**src/rtl/disp_vramctrl_if.sv**
```systemverilog
// AXI4 read-address / read-data channel bundle between the display fetch controller
// and the VRAM interconnect.
interface disp_vramctrl_if;
    logic [31:0] ARADDR;
    logic [7:0]  ARLEN;
    logic [2:0]  ARSIZE;
    logic [1:0]  ARBURST;
    logic        ARVALID;
    logic        ARREADY;
    logic [63:0] RDATA;
    logic [1:0]  RRESP;
    logic        RLAST;
    logic        RVALID;
    logic        RREADY;

    modport master (
        output ARADDR, ARLEN, ARSIZE, ARBURST, ARVALID, RREADY,
        input  ARREADY, RDATA, RRESP, RLAST, RVALID
    );

    modport slave (
        input  ARADDR, ARLEN, ARSIZE, ARBURST, ARVALID, RREADY,
        output ARREADY, RDATA, RRESP, RLAST, RVALID
    );
endinterface

```
**src/rtl/disp_vramctrl.sv**
```systemverilog
// Display VRAM fetch controller: AXI4 read master streaming one frame from VRAM into the
// display FIFO in fixed-length bursts, one burst in flight, paced by the FIFO's space flag.
module disp_vramctrl #(
    parameter int H_PIX     = 640,
    parameter int V_PIX     = 480,
    parameter int BURST_LEN = 16
) (
    input  logic            ACLK,
    input  logic            ARST,
    input  logic            DISPON,
    input  logic            VSTART,
    input  logic [28:0]     DISPADDR,
    input  logic            BUF_WREADY,
    disp_vramctrl_if.master axi,
    output logic            FIFOWR,
    output logic [63:0]     FIFOIN,
    output logic            RD_ERR
);
    localparam int WORDS       = H_PIX * V_PIX / 2;
    localparam int NBURST      = WORDS / BURST_LEN;
    localparam int BCW         = $clog2(NBURST + 1);
    localparam int BURST_BYTES = BURST_LEN * 8;
    localparam logic [BCW-1:0] NBURST_C = BCW'(NBURST);

    typedef enum logic [1:0] {
        IDLE,
        WAITBUF,
        SETADDR,
        READ
    } state_t;

    state_t          state_q, state_d;
    logic [28:0]     base_q, base_d;
    logic [BCW-1:0]  burst_q, burst_d;
    logic [BCW-1:0]  burst_inc;
    logic [31:0]     araddr_q, araddr_d;
    logic            fifowr_q, fifowr_d;
    logic [63:0]     fifoin_q, fifoin_d;
    logic            rd_err_q, rd_err_d;

    assign burst_inc = burst_q + BCW'(1);

    always_comb begin
        state_d  = state_q;
        base_d   = base_q;
        burst_d  = burst_q;
        araddr_d = araddr_q;
        fifowr_d = 1'b0;
        fifoin_d = fifoin_q;
        rd_err_d = rd_err_q;

        case (state_q)
            IDLE: begin
                if (DISPON && VSTART) begin
                    base_d   = DISPADDR;
                    burst_d  = '0;
                    rd_err_d = 1'b0;
                    state_d  = WAITBUF;
                end
            end
            WAITBUF: begin
                if (!DISPON) begin
                    state_d = IDLE;
                end else if (BUF_WREADY) begin
                    // Address wraps modulo 2^32 by construction of the 32-bit sum.
                    araddr_d = {base_q, 3'b000} + 32'(burst_q) * 32'(BURST_BYTES);
                    state_d  = SETADDR;
                end
            end
            SETADDR: begin
                if (axi.ARREADY) begin
                    state_d = READ;
                end
            end
            READ: begin
                if (axi.RVALID) begin
                    fifowr_d = 1'b1;
                    fifoin_d = axi.RDATA;
                    if (axi.RRESP != 2'b00) begin
                        rd_err_d = 1'b1;
                    end
                    // DISPON is only honoured at burst boundaries so every accepted burst lands in full.
                    if (axi.RLAST) begin
                        burst_d = burst_inc;
                        if (burst_inc == NBURST_C || !DISPON) begin
                            state_d = IDLE;
                        end else begin
                            state_d = WAITBUF;
                        end
                    end
                end
            end
            default: state_d = IDLE;
        endcase
    end

    always_ff @(posedge ACLK or posedge ARST) begin
        if (ARST) begin
            state_q  <= IDLE;
            base_q   <= '0;
            burst_q  <= '0;
            araddr_q <= '0;
            fifowr_q <= 1'b0;
            fifoin_q <= '0;
            rd_err_q <= 1'b0;
        end else begin
            state_q  <= state_d;
            base_q   <= base_d;
            burst_q  <= burst_d;
            araddr_q <= araddr_d;
            fifowr_q <= fifowr_d;
            fifoin_q <= fifoin_d;
            rd_err_q <= rd_err_d;
        end
    end

    assign axi.ARADDR  = araddr_q;
    assign axi.ARLEN   = 8'(BURST_LEN - 1);
    assign axi.ARSIZE  = 3'b011;
    assign axi.ARBURST = 2'b01;
    assign axi.ARVALID = (state_q == SETADDR);
    assign axi.RREADY  = (state_q == READ);

    assign FIFOWR = fifowr_q;
    assign FIFOIN = fifoin_q;
    assign RD_ERR = rd_err_q;
endmodule

```
**src/flat_wrapper.sv**
```systemverilog
// flat-port wrapper written by rule: the top's interface ports become plain ports
module disp_vramctrl_flat 
#(
    parameter int H_PIX     = 640,
    parameter int V_PIX     = 480,
    parameter int BURST_LEN = 16
)
  (ACLK, ARST, DISPON, VSTART, DISPADDR, BUF_WREADY, FIFOWR, FIFOIN, RD_ERR, axi_ARADDR, axi_ARLEN, axi_ARSIZE, axi_ARBURST, axi_ARVALID, axi_RREADY, axi_ARREADY, axi_RDATA, axi_RRESP, axi_RLAST, axi_RVALID);
  disp_vramctrl_if axi_i ();
  input  logic ACLK;
  input  logic ARST;
  input  logic DISPON;
  input  logic VSTART;
  input  logic [28:0] DISPADDR;
  input  logic BUF_WREADY;
  output logic FIFOWR;
  output logic [63:0] FIFOIN;
  output logic RD_ERR;
  output wire logic [$bits(axi_i.ARADDR)-1:0] axi_ARADDR;
  output wire logic [$bits(axi_i.ARLEN)-1:0] axi_ARLEN;
  output wire logic [$bits(axi_i.ARSIZE)-1:0] axi_ARSIZE;
  output wire logic [$bits(axi_i.ARBURST)-1:0] axi_ARBURST;
  output wire logic [$bits(axi_i.ARVALID)-1:0] axi_ARVALID;
  output wire logic [$bits(axi_i.RREADY)-1:0] axi_RREADY;
  input wire logic [$bits(axi_i.ARREADY)-1:0] axi_ARREADY;
  input wire logic [$bits(axi_i.RDATA)-1:0] axi_RDATA;
  input wire logic [$bits(axi_i.RRESP)-1:0] axi_RRESP;
  input wire logic [$bits(axi_i.RLAST)-1:0] axi_RLAST;
  input wire logic [$bits(axi_i.RVALID)-1:0] axi_RVALID;
  assign axi_ARADDR = axi_i.ARADDR;
  assign axi_ARLEN = axi_i.ARLEN;
  assign axi_ARSIZE = axi_i.ARSIZE;
  assign axi_ARBURST = axi_i.ARBURST;
  assign axi_ARVALID = axi_i.ARVALID;
  assign axi_RREADY = axi_i.RREADY;
  assign axi_i.ARREADY = axi_ARREADY;
  assign axi_i.RDATA = axi_RDATA;
  assign axi_i.RRESP = axi_RRESP;
  assign axi_i.RLAST = axi_RLAST;
  assign axi_i.RVALID = axi_RVALID;
  disp_vramctrl #(.H_PIX(H_PIX), .V_PIX(V_PIX), .BURST_LEN(BURST_LEN)) u_core (.ACLK(ACLK), .ARST(ARST), .DISPON(DISPON), .VSTART(VSTART), .DISPADDR(DISPADDR), .BUF_WREADY(BUF_WREADY), .axi(axi_i), .FIFOWR(FIFOWR), .FIFOIN(FIFOIN), .RD_ERR(RD_ERR));
endmodule
```
**config.mk**
```make
export PLATFORM = sky130hd
export DESIGN_NAME = disp_vramctrl_flat
export DESIGN_NICKNAME = d
export VERILOG_FILES = /design/src/rtl/disp_vramctrl_if.sv /design/src/rtl/disp_vramctrl.sv /design/src/flat_wrapper.sv
export SDC_FILE = /design/constraint.sdc
export NUM_CORES = 1
export LEC_CHECK = 0
export ABC_CLOCK_PERIOD_IN_PS = 3900
export BUFFER_PORTS_ARGS = -buffer_cell sky130_fd_sc_hd__buf_2
export CAP_MARGIN = 40
export CORE_ASPECT_RATIO = 1.5
export CORE_MARGIN = 2
export CORE_UTILIZATION = 46
export DETAILED_ROUTE_END_ITERATION = 6
export PLACE_DENSITY = 0.85
export SETUP_SLACK_MARGIN = 0.3
export SYNTH_ARGS = -nofsm -noshare
export SYNTH_HDL_FRONTEND = slang
export SYNTH_SLANG_ARGS = --single-unit
```
**constraint.sdc**
```tcl
create_clock -name ACLK -period 3.9 [get_ports ACLK]
set_input_delay 0 -clock ACLK [delete_from_list [all_inputs] [get_ports ACLK]]
set_output_delay 0 -clock ACLK [all_outputs]
set_load 0.05 [all_outputs]
```
==> impl_metrics.ini <==
[run_status]
outcome = finished with violations
violations = DRC

[placed_design]
place_ws_ns = 1.40
port_buffers = 199
place_area_mm2 = 0.00774
gp_congestion = 0.900
dp_hpwl_um = 12500
numPlacedInstances = 1126

[drt]
drtAntennaViolNets = 0
first_pass_iters = 7
drtIter0Drc = 552
wire_per_inst_um = 17.4
via_count = 6647
drcViolationCount = 1
vias_per_cell = 5.30
totalWireLength_um = 21900

[cells_and_area]
final_util_pct = 66.2
nets = 1168
instances_no_fill = 1255
layout-drive-gt1-share_pct = 23.8
fillers = 1021
area_growth_pct = 40.6
design_area_mm2 = 0.00931

[grt]
gr-usage-all-layers_pct = 28.4
grt_max_degree = 100
antenna_found_initial = 1
gr-total-overflow = 0
grt_pass1_wl_um = 33400
grt_pass1_vias = 6611

[sta]
grt_setup_unrepaired = no
finalSetupTns_ns = 0
timing.hold.ws_ns = 0.0402
fin_skew_ns = 0.0114
tightest_slew_ns = 0.711
fmax_mhz = 380
drv_slew = 0
hold_viol_final = 0
fin_crit_ns = 2.63
finalSetupViolations = 0
slew_headroom_pct = 52.4
fin_ws_ns = 1.27
finalCritPeriodShare_pct = 67.5

[pwr]
internal_power_mw = 3.85
vdd_drop_max_mv = 0.343
clockPowerShare_pct = 21.4
pwr-share-seq_pct = 32.6
finalPower_mw = 7.65
powerDensity_mw_per_mm2 = 822
p_leak_nw = 4.99
combPwrFrac_pct = 46.0
switching_power_mw = 3.80
sw_frac_of_total_pct = 49.6

[clock_tree]
cts_sinks = 140
path_clk_slew_ns = 0.06
cts_resized = 0
cts_made_buffers = 17
cts_buffer_depth = 2
clock_latency_ns = 0.42
cts_root_buf = clkbuf_16
htree_levels = 4
cts_tree = built

[setup_path]
worstSetupPathType = register to register
cpMostUsedCell = o21ai_1
cp.required_ns = 4.20
crit_chain = ha_1 > fa_1 > a211oi_1 > o21ai_1 > a21oi_2 > o31ai_4 > nand3_1 > xor2_1 > o21ai_1
cp_slowest_cell = a211oi_1
max_stage_delay_ns = 0.45
worstPathArrival_ns = 2.93
critical_path.max_fanout = 6
worstSetupEndpointType = register
critPathLaunchType = register

[synth]
synthCells = 766
synth_edf_count = 0
yosysSeqAreaShare_pct = 52.9
syn-cell-area_mm2 = 0.00662
yosysWarnings = 0
synthArstFlopShare_pct = 100
syn-mean-instance-area_um2 = 8.64
ys_seq_elements = 140
ys.flop_type = dfrtp_1
synthDistinctLibCells = 57

[floorplan]
row_count = 53
fp.dieH_um = 151
io_pins = 216
core_region_area_mm2 = 0.0141
die_area_mm2 = 0.0154
initial_utilization_pct = 47.1
die_w_um = 102

[hold_path]
hold_path.class = primary input to async pin

[flow_run]
max-cap-violations = 0
==> worst max-delay path, delay by kind of cell (launching register included) <==
family / cells / cell delay, ns
AOI/OAI and AO/OA: 5 / 1.08
xor gates and xnor gates: 1 / 0.18
adders and majority gates: 2 / 0.69
DFF: 1 / 0.42
and+or+nand+nor: 1 / 0.14
==> what timing repair did <==
| item | in CTS | in global routing |
|---|---|---|
| hold endpoints to repair | 135 | 0 |
| hold buffers | 96 | 0 |
| buffers inserted | 0 | 0 |
==> cells in the mapped netlist (3+ instances only) <==
cell type | number | area (um^2)
a21o_1 | 7 | 52.6
xnor2_1 | 8 | 70.1
nor3b_1 | 3 | 22.5
o21ai_0 | 33 | 165
nand4_1 | 4 | 25.0
inv_1 | 3 | 11.3
nor2b_1 | 3 | 18.8
nor2_1 | 18 | 67.6
ha_1 | 15 | 188
o21ai_1 | 8 | 40.0
xor2_1 | 14 | 123
mux2i_1 | 5 | 50.1
o21bai_1 | 3 | 22.5
dfrtp_1 | 140 | 3500
nor3_1 | 6 | 30.0
buf_2 | 4 | 20.0
a31oi_1 | 3 | 18.8
a21oi_1 | 10 | 50.1
nand3_1 | 17 | 85.1
clkbuf_1 | 26 | 97.6
o31ai_1 | 6 | 45.0
nand2_1 | 352 | 1320
and3_1 | 7 | 43.8
buf_1 | 7 | 26.3
buf_4 | 16 | 120
and2_1 | 9 | 56.3
==> power groups by stage <==
| stage | sequential (mW) | combinational, mW | clock, mW |
|---|---|---|---|
| global route | 2.55 | 3.74 | 1.72 |
| CTS | 2.45 | 3.42 | 1.64 |
| detailed placement | 2.46 | 3.32 | 0 |
| finish | 2.50 | 3.52 | 1.63 |
| global placement | 2.45 | 3.24 | 0 |
| floorplan | 3.91 | 0.991 | 0 |
==> registers in the layout, indices dropped and copies added, names as in the netlist, named ones only <==
register           count
u_core.FIFOIN         64
u_core.base_q         29
u_core.FIFOWR          1
u_core.axi.ARADDR     29
u_core.state_q         1
u_core.RD_ERR          1
u_core.burst_q        14
==> final timing paths <==
path	startpoint	end	slack, ns	cells after the start
worst max-delay path	u_core.burst_q[0]	u_core.axi.ARADDR[23]	1.27	9
worst min-delay path	ARST	u_core.FIFOIN[49]	0.04	3
worst max register to register	u_core.burst_q[0]	u_core.axi.ARADDR[23]	1.27	9
worst min register to register	u_core.base_q[1]	u_core.axi.ARADDR[4]	0.47	2
max in group asynchronous	ARST	u_core.FIFOIN[22]	2.86	5
min in group ACLK	axi_RLAST	register	0.09	6
==> cell type report <==
type,instances,area [um^2],area share (%)
Inverter,4,18.8,0.202
Sequential cell,140,3500,37.6
Timing Repair Buffer,304,2060,22.1
Clock inverter,14,160,1.72
Multi-Input combinational cell,582,2880,31.0
Antenna cell,1,2.50,0.0269
Tap cell,192,240,2.58
Clock buffer,18,439,4.72
==> routing by layer <==
metal | vias up | wire length, um | track usage (%)
met2 | 385 | 11400 | 49.8
li1 | 3031 | - | -
met1 | 3116 | 7550 | 29.6
met3 | 115 | 1630 | 7.80
met5 | - | 0 | 0
met4 | 0 | 1260 | 17.2
==> logic make-up after synthesis <==
logic type	synth area share, %
AOI/OAI and AO/OA	8.47
adders and majority gates	3.14
other	0.113
muxes	0.983
xor gates and xnor gates	2.91
and+or+nand+nor	27.1
DFF	52.9
buffers and inverters	4.39
==> placed cells by master, fill, tap and decap left out, types with 3 or more instances in the layout <==
cell type,count
a21o_1,7
a21oi_1,10
a31oi_1,3
and2_1,9
and3_1,7
buf_2,199
buf_4,6
clkbuf_16,17
clkinvlp_4,3
conb_1,16
dfrtp_1,140
dlygate4sd3_1,96
ha_1,15
inv_6,4
mux2i_1,5
nand2_1,351
nand3_1,17
nand4_1,4
nor2_1,18
nor2b_1,3
nor3_1,5
nor3b_1,3
o21ai_0,33
o21ai_1,8
o21bai_1,3
o31ai_1,6
xnor2_1,8
xor2_1,14
No activity file was read; power rests on OpenSTA's default activity.
